### src/rtl/clk_rst_seq.sv
// Board clock/reset block: debounced switch reset, staged per-channel reset
// release, and NCH runtime-programmable clock dividers with enable pulses.
module clk_rst_seq #(
  parameter int NCH       = 4,
  parameter int DIVW      = 8,
  parameter int DEB_CYC   = 16,
  parameter int STAGE_CYC = 8
) (
  input  logic                clk,
  input  logic                reset,
  input  logic                sw_reset_n,
  input  logic                soft_rst,
  input  logic [NCH*DIVW-1:0] div_cfg,
  input  logic                cfg_load,
  output logic [NCH-1:0]      div_clk,
  output logic [NCH-1:0]      div_en,
  output logic [NCH-1:0]      chan_rst_n,
  output logic                seq_done
);
  localparam int DCW = $clog2(DEB_CYC + 1);
  localparam int SCW = (STAGE_CYC > 1) ? $clog2(STAGE_CYC) : 1;
  localparam int IW  = (NCH > 1) ? $clog2(NCH) : 1;

  typedef enum logic [1:0] {HOLD = 2'd0, RELEASE = 2'd1, RUN = 2'd2} state_e;

  state_e                   state_q, state_d;
  logic                     sync1_q, sw_s_q;
  logic [DCW-1:0]           deb_q, deb_d;
  logic [SCW-1:0]           stg_q, stg_d;
  logic [IW-1:0]            idx_q, idx_d;
  logic [NCH-1:0]           rst_n_q, rst_n_d;
  logic                     done_q, done_d;
  logic                     deb_ok_s, abort_s;
  logic [NCH-1:0][DIVW-1:0] cnt_q, cnt_d, dreg_q, dreg_d, cfg_s;
  logic [NCH-1:0]           dclk_q, dclk_d, den_q, den_d, pend_q, pend_d;

  assign cfg_s    = div_cfg;
  assign deb_ok_s = (deb_q == DCW'(DEB_CYC));
  // Reset assertion is immediate; only release goes through debounce.
  assign abort_s  = !sw_s_q || soft_rst;

  // Debounce counter: saturates at DEB_CYC, clears on any low sample.
  always_comb begin
    deb_d = deb_q;
    if (!sw_s_q) begin
      deb_d = '0;
    end else if (deb_ok_s) begin
      deb_d = deb_q;
    end else begin
      deb_d = deb_q + DCW'(1);
    end
  end

  // Sequencer next state: abort wins over a coincident release tick.
  always_comb begin
    state_d = state_q;
    stg_d   = stg_q;
    idx_d   = idx_q;
    rst_n_d = rst_n_q;
    done_d  = 1'b0;
    if (abort_s) begin
      state_d = HOLD;
      stg_d   = '0;
      idx_d   = '0;
      rst_n_d = '0;
    end else begin
      case (state_q)
        HOLD: begin
          rst_n_d = '0;
          stg_d   = '0;
          idx_d   = '0;
          if (deb_ok_s) begin
            state_d = RELEASE;
          end else begin
            state_d = HOLD;
          end
        end
        RELEASE: begin
          if (stg_q == SCW'(STAGE_CYC - 1)) begin
            rst_n_d[idx_q] = 1'b1;
            stg_d          = '0;
            idx_d          = idx_q + IW'(1);
            if (idx_q == IW'(NCH - 1)) begin
              state_d = RUN;
            end else begin
              state_d = RELEASE;
            end
          end else begin
            stg_d = stg_q + SCW'(1);
          end
        end
        RUN: begin
          done_d = 1'b1;
        end
        default: begin
          state_d = HOLD;
          rst_n_d = '0;
        end
      endcase
    end
  end

  // Dividers held clear unless released both now and next cycle, so an
  // abort clears div_clk on the same edge that drops chan_rst_n.
  always_comb begin
    cnt_d  = cnt_q;
    dreg_d = dreg_q;
    dclk_d = dclk_q;
    den_d  = den_q;
    pend_d = pend_q;
    for (int i = 0; i < NCH; i++) begin
      if (!(rst_n_q[i] && rst_n_d[i])) begin
        cnt_d[i]  = '0;
        dclk_d[i] = 1'b0;
        den_d[i]  = 1'b0;
        dreg_d[i] = cfg_s[i];
        pend_d[i] = 1'b0;
      end else if (cnt_q[i] == dreg_q[i]) begin
        cnt_d[i]  = '0;
        dclk_d[i] = !dclk_q[i];
        den_d[i]  = !dclk_q[i];
        dreg_d[i] = pend_q[i] ? cfg_s[i] : dreg_q[i];
        pend_d[i] = cfg_load;
      end else begin
        cnt_d[i]  = cnt_q[i] + DIVW'(1);
        den_d[i]  = 1'b0;
        pend_d[i] = pend_q[i] | cfg_load;
      end
    end
  end

  // State registers with synchronous reset.
  always_ff @(posedge clk) begin
    if (reset) begin
      state_q <= HOLD;
      sync1_q <= 1'b0;
      sw_s_q  <= 1'b0;
      deb_q   <= '0;
      stg_q   <= '0;
      idx_q   <= '0;
      rst_n_q <= '0;
      done_q  <= 1'b0;
      cnt_q   <= '0;
      dreg_q  <= cfg_s;
      dclk_q  <= '0;
      den_q   <= '0;
      pend_q  <= '0;
    end else begin
      state_q <= state_d;
      sync1_q <= sw_reset_n;
      sw_s_q  <= sync1_q;
      deb_q   <= deb_d;
      stg_q   <= stg_d;
      idx_q   <= idx_d;
      rst_n_q <= rst_n_d;
      done_q  <= done_d;
      cnt_q   <= cnt_d;
      dreg_q  <= dreg_d;
      dclk_q  <= dclk_d;
      den_q   <= den_d;
      pend_q  <= pend_d;
    end
  end

  assign div_clk    = dclk_q;
  assign div_en     = den_q;
  assign chan_rst_n = rst_n_q;
  assign seq_done   = done_q;
endmodule
### config.mk
export PLATFORM = sky130hd
export DESIGN_NAME = clk_rst_seq
export DESIGN_NICKNAME = d
export VERILOG_FILES = /design/src/rtl/clk_rst_seq.sv
export SDC_FILE = /design/constraint.sdc
export NUM_CORES = 1
export LEC_CHECK = 0
export BUFFER_PORTS_ARGS = -buffer_cell sky130_fd_sc_hd__buf_4
export CORE_MARGIN = 4
export CORE_UTILIZATION = 30
export CTS_BUF_LIST = sky130_fd_sc_hd__clkbuf_4 sky130_fd_sc_hd__clkbuf_8 sky130_fd_sc_hd__clkbuf_16
export CTS_CLUSTER_DIAMETER = 50
export DETAILED_ROUTE_END_ITERATION = 12
export PLACE_DENSITY_LB_ADDON = 0.3
export REMOVE_ABC_BUFFERS = 1
export SYNTH_ARGS = -nofsm -noshare
export SYNTH_HDL_FRONTEND = slang
export SYNTH_SLANG_ARGS = --single-unit
### constraint.sdc
create_clock -name clk -period 2.3 [get_ports clk]
set_input_delay 0.115 -clock clk [delete_from_list [all_inputs] [get_ports clk]]
set_output_delay 0.115 -clock clk [all_outputs]
set_load 0.02 [all_outputs]
==> flow_summary.toml <==
[run_status]
status = "completed"

[clocking]
cts_root_buffer = "clkbuf_16"
postCtsResizedCells = 0
cts_buffers = 9
clock_latency_ns = 0.34
cts_hold_buf = 34
cts_buffer_depth = 2
postCtsSetupBuffers = 0
cts_tree = "done"
clk_pin_slew_ns = 0.06
cts_max_level = 3
cts.sinks = 95

[logic_synthesis]
synth_cell_types = 34
yosys_warnings = 0
synth_enable_flop_cells = 32
syn_inst = 356
ys.flop_type = "dfxtp_1"
synth.most_common_cell = "dfxtp_1"
synth_area_um2 = 3890
avgSynthCellArea_um2 = 10.9
synth.largest_area_cell = "dfxtp_1"
synth_seq_cells = 95
async_reset_ff_share_pct = 0
synth_top_cells_by_count = "dfxtp_1 (63), nor2_1 (57), xnor2_1 (38)"
synth_top_cells_by_area = "dfxtp_1 (32%), edfxtp_1 (25%), xnor2_1 (8.6%)"
yosysSeqAreaShare_pct = 57.1
yosysTopAreaCellShare_pct = 32.4

[setup_path]
cp-start-kind = "register"
crit_required_ns = 2.51
critPathArrivalTime_ns = 1.99
r2r_slack_ns = 0.51
cp-end-kind = "register"
cp_max_fo = 10
crit_type = "register to register"
worstRegToRegCells = 6

[floorplanning]
io_pins = 50
die-width_um = 122
start_util_pct = 30.7
die_area_um2 = 14900
core_area_um2 = 12700
die_h_um = 122
core.rowCount = 41

[timing]
post-route-period-util_pct = 77.7
slew_headroom_pct = 57.3
tightest_slew_ns = 0.636
tns_ns = 0
rsz0062_at_grt = "no"
period_minus_slack_ns = 1.79
hold_violations = 0
fin_skew_ns = 0.00891
max_freq_mhz = 559
slew_violations = 0
setup_ws_ns = 0.512
setup_viol = 0

[global_routing]
grt_pass1_wl_um = 13400
grt_pass1_vias = 2840
grt_max_degree = 21
track_usage_pct = 11.6
antenna_found_initial = 0
grt_overflow = 0

[route]
vias = 2750
drt_wl_total_um = 7710
drcViolationCount = 0
wl_per_cell_um = 12.4
top_layer_used = "met4"
via_per_inst = 4.41
wl_met1_um = 3520
drtPass1Iterations = 4
drtIter0Drc = 69
wl_met2_um = 3780
final_antenna_net_count = 0
met3_length_um = 222

[place]
portBuffers = 49
gp_congestion = 0.733
hpwlAfterDp_um = 5470
pre_cts_ws_ns = 0.506

[flow_run]
cap_violations = 0

[power]
power.density_nw_per_um2 = 652
peakVddDrop_mv = 0.413
p_leak_nw = 1.85

[finish]
num-fill-cells = 1235
syn2layout_area_growth_pct = 30.5
drive_above_1_share_pct = 15.5
seqCellArea_um2 = 2220
fin_nets = 498
antenna_cells = 0
multi_input_area_um2 = 1580
utilization_pct = 40.1

[worst_hold_path]
hp-class = "input pin to register"
hold_depth = 3
-- layout make-up --
class                           instances  share of cell area [%]
Sequential cell                        95                    43.8
Multi-Input combinational cell        239                    31.1
Timing Repair Buffer                   84                    14.1
Clock buffer                           13                    5.15
Tap cell                              172                    4.24
Inverter                               17                    1.26
Clock inverter                          3                   0.419
-- layout by cell type, fill, tap and decap left out, types with 3 or more instances in the layout --
| master | netlist | final |
|---|---|---|
| a22oi_1 | 4 | 4 |
| a21o_1 | 3 | 3 |
| o211ai_1 | 4 | 4 |
| nand3_1 | 22 | 22 |
| buf_4 | 0 | 50 |
| nand2_1 | 13 | 13 |
| o21ai_1 | 4 | 4 |
| xor2_1 | 22 | 22 |
| nand2b_1 | 3 | 3 |
| nor2_1 | 57 | 57 |
| a21oi_1 | 4 | 4 |
| a211o_1 | 4 | 4 |
| nor3_1 | 3 | 3 |
| clkbuf_16 | 0 | 9 |
| or3_1 | 4 | 4 |
| edfxtp_1 | 32 | 32 |
| o21ai_0 | 5 | 5 |
| clkbuf_4 | 0 | 3 |
| nor3_2 | 3 | 3 |
| xnor2_1 | 38 | 38 |
| nand4_1 | 9 | 9 |
| o21bai_1 | 4 | 4 |
| inv_1 | 17 | 17 |
| dlygate4sd3_1 | 0 | 34 |
| dfxtp_1 | 63 | 63 |
| ha_1 | 15 | 15 |
| and3_1 | 9 | 9 |
-- final timing paths --
path / from / endpoint
worst min-delay path: cfg_load / pend_q[1]
worst max register to register: state_q[0] / pend_q[0]
worst min register to register: sync1_q / sw_s_q
worst max-delay path: state_q[0] / pend_q[0]
-- worst max-delay path: stages (launching register included) --
cell      delay (ns)
dfxtp_1         0.34
inv_1           0.08
ha_1            0.33
o211ai_1        0.31
nor2_1          0.12
o21ai_1         0.33
o21ai_0         0.14
-- cell families after synthesis --
logic type               Yosys count  share of synthesized area (%)
AO/OA/AOI/OAI                     36                           6.37
XOR/XNOR                          60                           13.5
adder cells (fa/ha/maj)           15                           4.82
buffers and inverters             22                           2.32
flip-flops                        95                           57.1
multiplexers                       1                          0.257
AND/OR/NAND/NOR                  127                           15.6
-- report_power, final --
part / leakage, nW / internal (mW) / switching, mW
combinational: 0.859 / 0.0978 / 0.0358
sequential: 0.847 / 1.76 / 0.0142
clock: 0.140 / 0.799 / 0.598
-- registers in the layout (all words and copies together), names as in the netlist --
name and flops:
pend_q 4, chan_rst_n 4, sync1_q 1, idx_q 2, dreg_q 32, deb_q 5, seq_done 1, div_en 4
div_clk 4, sw_s_q 1, cnt_q 32, state_q 2, stg_q 3
-- metrics by stage --
stage | hold WS, ns | cell area [µm²] | power [mW] | std cells
6_report | 0.0422 | 5080 | 3.31 | 623
5_1_grt | 0.0619 | 5080 | 3.45 | 623
4_1_cts | 0.0338 | 5080 | 3.36 | 623
3_5_place_dp | 0.294 | 4450 | 1.90 | 573
3_3_place_gp | 0.293 | 4450 | 1.90 | 573
2_1_floorplan | 0.187 | 3860 | 1.85 | 351
-- layer usage --
layer | up-vias | track usage (%)
met1 | 1291 | 13.9
met5 | - | 0
met2 | 42 | 19.5
met4 | 0 | 6.09
met3 | 11 | 2.55
li1 | 1406 | -
(Power assumes the default switching activity.)
